$ cat src/rtl/reram_cmd_sequencer.sv
// reram_cmd_sequencer: Wishbone front end that queues ReRAM cell commands
// (READ/SET/RESET), issues them one at a time to the 32x32 array core over
// a req/ack handshake with timeout, and returns READ words through a
// read-data FIFO drained by software.
//
// Core handshake: core_req_o is high for the whole time a command is
// outstanding and op/row/col are stable while it is high. The core answers
// with a one-cycle core_ack_i pulse (core_rdata_i valid with it on READ).
// The command retires on the edge where req and ack are both high. An ack
// seen while req is low is ignored. core_req_o always shows at least one
// low cycle between two commands.
//
// Bus timing: a decoded strobe is acked on the next cycle. The register
// side effects (FIFO push/pop, sticky set/clear) take effect at the end of
// the ack cycle, and read data is driven combinationally during that cycle
// from the same state the side effect uses.
module reram_cmd_sequencer #(
  parameter logic [31:0] BASE_ADR       = 32'h3000_0000,
  parameter int          CMD_DEPTH      = 8,
  parameter int          RD_DEPTH       = 4,
  parameter int          TIMEOUT_CYCLES = 1024
) (
  input  logic        wb_clk_i,
  input  logic        wb_rst_i,
  input  logic        wbs_cyc_i,
  input  logic        wbs_stb_i,
  input  logic        wbs_we_i,
  input  logic [3:0]  wbs_sel_i,
  input  logic [31:0] wbs_adr_i,
  input  logic [31:0] wbs_dat_i,
  output logic        wbs_ack_o,
  output logic [31:0] wbs_dat_o,
  output logic        core_req_o,
  output logic [1:0]  core_op_o,
  output logic [4:0]  core_row_o,
  output logic [4:0]  core_col_o,
  input  logic        core_ack_i,
  input  logic [31:0] core_rdata_i,
  output logic        dbg_state
);

  localparam int CA = $clog2(CMD_DEPTH);
  localparam int RA = $clog2(RD_DEPTH);
  localparam int TW = (TIMEOUT_CYCLES > 2) ? $clog2(TIMEOUT_CYCLES) : 1;

  localparam logic [CA:0]   CMD_FULL_LVL = (CA+1)'(CMD_DEPTH);
  localparam logic [RA:0]   RD_FULL_LVL  = (RA+1)'(RD_DEPTH);
  localparam logic [CA:0]   CMD_ONE      = (CA+1)'(1);
  localparam logic [RA:0]   RD_ONE       = (RA+1)'(1);
  localparam logic [CA-1:0] CPTR_ONE     = CA'(1);
  localparam logic [RA-1:0] RPTR_ONE     = RA'(1);
  localparam logic [TW-1:0] T_LAST       = TW'(TIMEOUT_CYCLES - 1);
  localparam logic [TW-1:0] T_ONE        = TW'(1);

  localparam logic [1:0] OP_READ    = 2'd1;
  localparam logic [1:0] REG_CMD    = 2'd0;
  localparam logic [1:0] REG_STATUS = 2'd1;
  localparam logic [1:0] REG_RDATA  = 2'd2;

  localparam logic [0:0] S_IDLE  = 1'b0;
  localparam logic [0:0] S_ISSUE = 1'b1;

  // ---------------------------------------------------------------------
  // Wishbone front end
  // ---------------------------------------------------------------------
  logic        hit;
  logic        accept;
  logic        ack_q;
  logic        req_we;
  logic [1:0]  req_reg;
  logic [31:0] req_dat;

  assign hit    = wbs_cyc_i & wbs_stb_i & (wbs_adr_i[31:4] == BASE_ADR[31:4]);
  assign accept = hit & ~ack_q;

  // Ack one cycle after a decoded strobe, never two cycles in a row; latch the access.
  always_ff @(posedge wb_clk_i) begin
    if (wb_rst_i) begin
      ack_q   <= 1'b0;
      req_we  <= 1'b0;
      req_reg <= 2'd0;
      req_dat <= 32'd0;
    end else begin
      ack_q <= accept;
      if (accept) begin
        req_we  <= wbs_we_i;
        req_reg <= wbs_adr_i[3:2];
        req_dat <= wbs_dat_i;
      end
    end
  end

  assign wbs_ack_o = ack_q;

  // ---------------------------------------------------------------------
  // Register side effects during the ack cycle
  // ---------------------------------------------------------------------
  logic       cmd_write;
  logic       cmd_valid_op;
  logic       cmd_push;
  logic       ovf_set;
  logic [2:0] stat_clr;
  logic       rd_read;
  logic       rd_pop;
  logic       udf_set;
  logic       cmd_empty;
  logic       cmd_full;
  logic       rd_empty;
  logic       rd_full;

  assign cmd_write    = ack_q & req_we & (req_reg == REG_CMD);
  assign cmd_valid_op = (req_dat[1:0] != 2'd0);
  // Full is the flag as it stood this cycle, so a same-cycle pop does not make room.
  assign cmd_push     = cmd_write & cmd_valid_op & ~cmd_full;
  assign ovf_set      = cmd_write & cmd_valid_op & cmd_full;
  assign stat_clr     = (ack_q & req_we & (req_reg == REG_STATUS)) ? req_dat[6:4] : 3'b000;
  assign rd_read      = ack_q & ~req_we & (req_reg == REG_RDATA);
  assign rd_pop       = rd_read & ~rd_empty;
  assign udf_set      = rd_read & rd_empty;

  // ---------------------------------------------------------------------
  // Command FIFO: entries are {op, row, col}
  // ---------------------------------------------------------------------
  logic [11:0]   cmd_mem [CMD_DEPTH];
  logic [CA-1:0] cmd_wptr;
  logic [CA-1:0] cmd_rptr;
  logic [CA:0]   cmd_level;
  logic          cmd_pop;
  logic [11:0]   cmd_head;

  assign cmd_empty = (cmd_level == '0);
  assign cmd_full  = (cmd_level == CMD_FULL_LVL);
  assign cmd_head  = cmd_mem[cmd_rptr];

  // Command storage write port (contents need no reset; level gates use).
  always_ff @(posedge wb_clk_i) begin
    if (cmd_push) begin
      cmd_mem[cmd_wptr] <= {req_dat[1:0], req_dat[12:8], req_dat[20:16]};
    end
  end

  // Command FIFO pointers and level.
  always_ff @(posedge wb_clk_i) begin
    if (wb_rst_i) begin
      cmd_wptr  <= '0;
      cmd_rptr  <= '0;
      cmd_level <= '0;
    end else begin
      if (cmd_push) cmd_wptr <= cmd_wptr + CPTR_ONE;
      if (cmd_pop)  cmd_rptr <= cmd_rptr + CPTR_ONE;
      case ({cmd_push, cmd_pop})
        2'b10:   cmd_level <= cmd_level + CMD_ONE;
        2'b01:   cmd_level <= cmd_level - CMD_ONE;
        default: cmd_level <= cmd_level;
      endcase
    end
  end

  // ---------------------------------------------------------------------
  // Read-data FIFO
  // ---------------------------------------------------------------------
  logic [31:0]   rd_mem [RD_DEPTH];
  logic [RA-1:0] rd_wptr;
  logic [RA-1:0] rd_rptr;
  logic [RA:0]   rd_level;
  logic          rd_push;

  assign rd_empty = (rd_level == '0);
  assign rd_full  = (rd_level == RD_FULL_LVL);

  // Read-data storage write port.
  always_ff @(posedge wb_clk_i) begin
    if (rd_push) begin
      rd_mem[rd_wptr] <= core_rdata_i;
    end
  end

  // Read-data FIFO pointers and level; push and pop together keep the level.
  always_ff @(posedge wb_clk_i) begin
    if (wb_rst_i) begin
      rd_wptr  <= '0;
      rd_rptr  <= '0;
      rd_level <= '0;
    end else begin
      if (rd_push) rd_wptr <= rd_wptr + RPTR_ONE;
      if (rd_pop)  rd_rptr <= rd_rptr + RPTR_ONE;
      case ({rd_push, rd_pop})
        2'b10:   rd_level <= rd_level + RD_ONE;
        2'b01:   rd_level <= rd_level - RD_ONE;
        default: rd_level <= rd_level;
      endcase
    end
  end

  // ---------------------------------------------------------------------
  // Issue FSM
  // ---------------------------------------------------------------------
  logic [0:0]    state_q;
  logic [0:0]    state_d;
  logic [TW-1:0] tcnt_q;
  logic          tmo_set;

  // Next-state logic: a head READ waits for room in the read-data FIFO so
  // its result can never be lost.
  always_comb begin
    state_d = state_q;
    cmd_pop = 1'b0;
    rd_push = 1'b0;
    tmo_set = 1'b0;
    case (state_q)
      S_IDLE: begin
        if (!cmd_empty && !((cmd_head[11:10] == OP_READ) && rd_full)) begin
          state_d = S_ISSUE;
          cmd_pop = 1'b1;
        end
      end
      S_ISSUE: begin
        if (core_ack_i) begin
          state_d = S_IDLE;
          rd_push = (core_op_o == OP_READ) & ~rd_full;
        end else if (tcnt_q == T_LAST) begin
          state_d = S_IDLE;
          tmo_set = 1'b1;
        end
      end
      default: state_d = S_IDLE;
    endcase
  end

  // State, timeout counter and the registered core command fields.
  always_ff @(posedge wb_clk_i) begin
    if (wb_rst_i) begin
      state_q    <= S_IDLE;
      tcnt_q     <= '0;
      core_op_o  <= 2'd0;
      core_row_o <= 5'd0;
      core_col_o <= 5'd0;
    end else begin
      state_q <= state_d;
      if (cmd_pop) begin
        tcnt_q     <= '0;
        core_op_o  <= cmd_head[11:10];
        core_row_o <= cmd_head[9:5];
        core_col_o <= cmd_head[4:0];
      end else if (state_q == S_ISSUE) begin
        tcnt_q <= tcnt_q + T_ONE;
      end
    end
  end

  assign core_req_o = (state_q == S_ISSUE);
  assign dbg_state  = state_q;

  // ---------------------------------------------------------------------
  // Sticky status bits: a same-cycle set wins over a software clear
  // ---------------------------------------------------------------------
  logic ovf_q;
  logic tmo_q;
  logic udf_q;

  // Overflow, timeout and underflow flags.
  always_ff @(posedge wb_clk_i) begin
    if (wb_rst_i) begin
      ovf_q <= 1'b0;
      tmo_q <= 1'b0;
      udf_q <= 1'b0;
    end else begin
      ovf_q <= ovf_set | (ovf_q & ~stat_clr[0]);
      tmo_q <= tmo_set | (tmo_q & ~stat_clr[1]);
      udf_q <= udf_set | (udf_q & ~stat_clr[2]);
    end
  end

  // ---------------------------------------------------------------------
  // Read data mux, driven only while a read is being acked
  // ---------------------------------------------------------------------
  logic [31:0] status_word;
  logic [31:0] reg_word;

  assign status_word = {20'd0, 4'(cmd_level), 1'b0, udf_q, tmo_q, ovf_q,
                        ~rd_empty, (state_q != S_IDLE), cmd_full, cmd_empty};

  // Register selection for reads; CMD and the spare slot read as zero.
  always_comb begin
    reg_word = 32'd0;
    case (req_reg)
      REG_STATUS: reg_word = status_word;
      REG_RDATA:  reg_word = rd_empty ? 32'd0 : rd_mem[rd_rptr];
      default:    reg_word = 32'd0;
    endcase
  end

  assign wbs_dat_o = (ack_q & ~req_we) ? reg_word : 32'd0;

  // Bits that carry no meaning for this block.
  logic unused_bits;
  assign unused_bits = ^{wbs_sel_i, wbs_adr_i[1:0], req_dat[31:21],
                         req_dat[15:13], req_dat[7], req_dat[3:2]};

endmodule

$ cat config.mk
export PLATFORM = sky130hd
export DESIGN_NAME = reram_cmd_sequencer
export DESIGN_NICKNAME = d
export VERILOG_FILES = /design/src/rtl/reram_cmd_sequencer.sv
export SDC_FILE = /design/constraint.sdc
export NUM_CORES = 1
export LEC_CHECK = 0
export BUFFER_PORTS_ARGS = -buffer_cell sky130_fd_sc_hd__buf_2
export CORE_MARGIN = 3
export CORE_UTILIZATION = 30
export DETAILED_ROUTE_END_ITERATION = 6
export MAX_ROUTING_LAYER = met4
export PLACE_DENSITY_LB_ADDON = 0.1
export SETUP_SLACK_MARGIN = 0.2
export SLEW_MARGIN = 20
export SYNTH_ARGS = -nofsm -noshare
export SYNTH_HDL_FRONTEND = slang
export SYNTH_SLANG_ARGS = --single-unit
$ cat constraint.sdc
create_clock -name wb_clk_i -period 4.3 [get_ports wb_clk_i]
set_clock_uncertainty 0.2 [all_clocks]
set_input_delay 0.215 -clock wb_clk_i [delete_from_list [all_inputs] [get_ports wb_clk_i]]
set_output_delay 0.215 -clock wb_clk_i [all_outputs]
set_load 0.02 [all_outputs]
==> out/results.ini <==
[status]
outcome=complete, no violations

[clock_network]
clk_pin_slew_ns=0.06
cts_resized=0
cts_tree=built
cts_made_buffers=35
insertion_delay_ns=0.51
root_buffer=clkbuf_16
clock_sinks=291
clock_path_buffers=3
htree_num_levels=2

[yosys]
ys_seq_elements=291
syn_inst=674
yosysTopAreaCell=edfxtp_1
synth_async_sr_flop_share=0
synth_edf_count=224
yosysSeqAreaShare=0.7065
synth_top_area_frac=0.5890
synth_cell_types=47
yosys-top-cells-area=edfxtp_1, dfxtp_1, mux4_2
syn_avg_cell_area_um2=16.94
ys_warn_count=0
synth-main-ff-cell=edfxtp_1
synth_area_um2=11420
syn_nets=796

[setup_path]
critical_path_class=flip-flop to flip-flop
slowest_delay_ns=0.87
cp_num_buf_inv=0
worst_setup_path_start_kind=flip-flop
critPathCaptureType=flip-flop
path_cells=mux2_1 > a2bb2oi_1 > a41oi_4 > ha_1 > ha_1 > a21o_1 > a21oi_1 > xnor2_1 > or3_1 > a21oi_1
worstPathRequired_ns=4.53
slowest_stage=dfxtp_1
path_delay_family=compound AO/OA/AOI/OAI gates
cp_max_fo=10
worstPathArrival_ns=3.69

[drt]
dr.pass1.iters=4
drt-total-wl_mm=26.78
drcViolationCount=0
drtIter0Drc=248
wire_per_inst_um=18.91
vias_per_cell=4.606
num_vias=6522
ant_nets=0

[worst_hold_path]
min_from=wb_rst_i
min_path_type=input port to flip-flop

[timing]
fin_crit_sh=0.8063
maxSlewViolCount=0
hold_violations=0
finalSetupViolations=0
setup_slack_ns=0.8331
fin_crit_ns=3.467
fin_tns_setup_ns=0
slew_headroom=0.2997
tightest_slew_ns=1.050
whs_ns=0.01497
grt_setup_unrepaired=no
fmax_ghz=0.2884

[grt]
overflow=0
grt_pass1_vias=7129
antenna_found_initial=2
grt_max_degree=38
grt_pass1_wl_mm=41.30
grt_usage=0.1367

[placed_design]
place_hpwl_mm=16.94
pre_cts_slack_ns=0.8258
portBuffers=129
place.gp.congestion=0.7254

[floorplanning]
die_area_um2=40440
die_x_um=201.1
start_util=0.3082
ios=153
placementRows=70
core_um2=37050
die_h_um=201.1

[layout]
fillers=3455
drive_gt1_frac=0.2978
top_register=rd_mem
largest_reg_flops=128
multiInputGateArea_um2=3147
top_regs=rd_mem x128, cmd_mem x96, req_dat x15
syn2layout_area_growth_pct=26.51
utilization=0.3900
regArea_um2=8069
finalNetCount=1006

[power]
ir_drop_mv=0.2669
p_per_area_nw_per_um2=465.3
leakage_nw=5.287

[run]
drv_cap=0

-- final timing paths --
kind / endpoint / slack [ns] / cells past startpoint
min reg2reg: cmd_wptr[0] / 0.29 / 2
max: cmd_level[3] / 0.83 / 10
min: core_col_o[0] / 0.01 / 2
max reg2reg: cmd_level[3] / 0.83 / 10
-- Yosys cell counts, types with 8 or more instances --
| cell type | count |
|---|---|
| xor2_1 | 12 |
| nand2_1 | 19 |
| a22o_1 | 11 |
| dfxtp_1 | 67 |
| inv_1 | 13 |
| edfxtp_1 | 224 |
| nor4_1 | 8 |
| and3_1 | 24 |
| a211oi_1 | 10 |
| mux2i_1 | 34 |
| ha_1 | 14 |
| a21oi_1 | 12 |
| mux4_2 | 54 |
| nor2_2 | 8 |
| buf_2 | 9 |
| clkbuf_1 | 19 |
| nor2_1 | 61 |
-- metrics by stage --
step	std cells	area [um^2]	power [mW]
detailed placement	1291	12690	3.866
global route	1416	14450	7.028
finish	1416	14450	6.723
CTS	1414	14440	6.847
global placement	1291	12690	3.842
floorplan	674	11420	3.655
-- report_power, final --
part,switching (mW),total (mW),leakage (nW),internal (mW)
Clock,1.10,2.90,0.554,1.80
Sequential,0.0912,3.18,2.81,3.09
Combinational,0.352,0.649,1.92,0.297
-- placed cells by master (no fill, tap or decap), types with 5 or more instances in the layout --
cell           instances
a21oi_1               12
clkbuf_1              10
mux2i_1               34
clkbuf_16             36
xnor2_1                6
edfxtp_1             224
inv_1                 13
xor2_1                12
buf_2                129
buf_4                 20
a22o_1                11
nand2_1               19
and3_1                24
nor4_1                 7
ha_1                  14
nor3_1                 6
nor2_2                10
nor2b_1                6
a211oi_1              10
dfxtp_1               66
nand4_1                6
mux4_2                54
dlygate4sd3_1         60
nor2_1                59
clkinv_1               5
-- logic make-up (layout without fill, tap and decap cells) --
kind of cell | after synthesis | in the layout | share of synthesized area
xor+xnor | 18 | 18 | 0.01381
fa+ha+maj | 16 | 16 | 0.01885
buf+inv | 50 | 286 | 0.01939
compound gates | 47 | 47 | 0.03123
flops | 291 | 291 | 0.7065
other cells | 0 | 2 | 0
simple gates | 162 | 162 | 0.07100
mux | 90 | 90 | 0.1393
-- per-layer routing --
| layer | global-route usage | up-vias | routed length [um] |
|---|---|---|---|
| met4 | 0.04266 | 0 | 614 |
| li1 | - | 3036 | - |
| met1 | 0.1632 | 3294 | 11290 |
| met2 | 0.2331 | 147 | 13640 |
| met3 | 0.02880 | 45 | 1227 |
| met5 | - | - | 0 |
-- repair_timing --
item	CTS	global route
setup buffers	0	0
hold endpoints to repair	148	0
hold buffers	60	0
-- area by class of cell --
class / count / share of cell area
Sequential cell: 291 / 0.5585
Multi-Input combinational cell: 333 / 0.2178
Timing Repair Buffer: 209 / 0.09665
Clock buffer: 47 / 0.06590
Tap cell: 504 / 0.04365
Clock inverter: 16 / 0.01351
Inverter: 14 / 0.003637
Antenna cell: 2 / 0.0003464
Note: power is estimated with default switching activity, not from simulation.
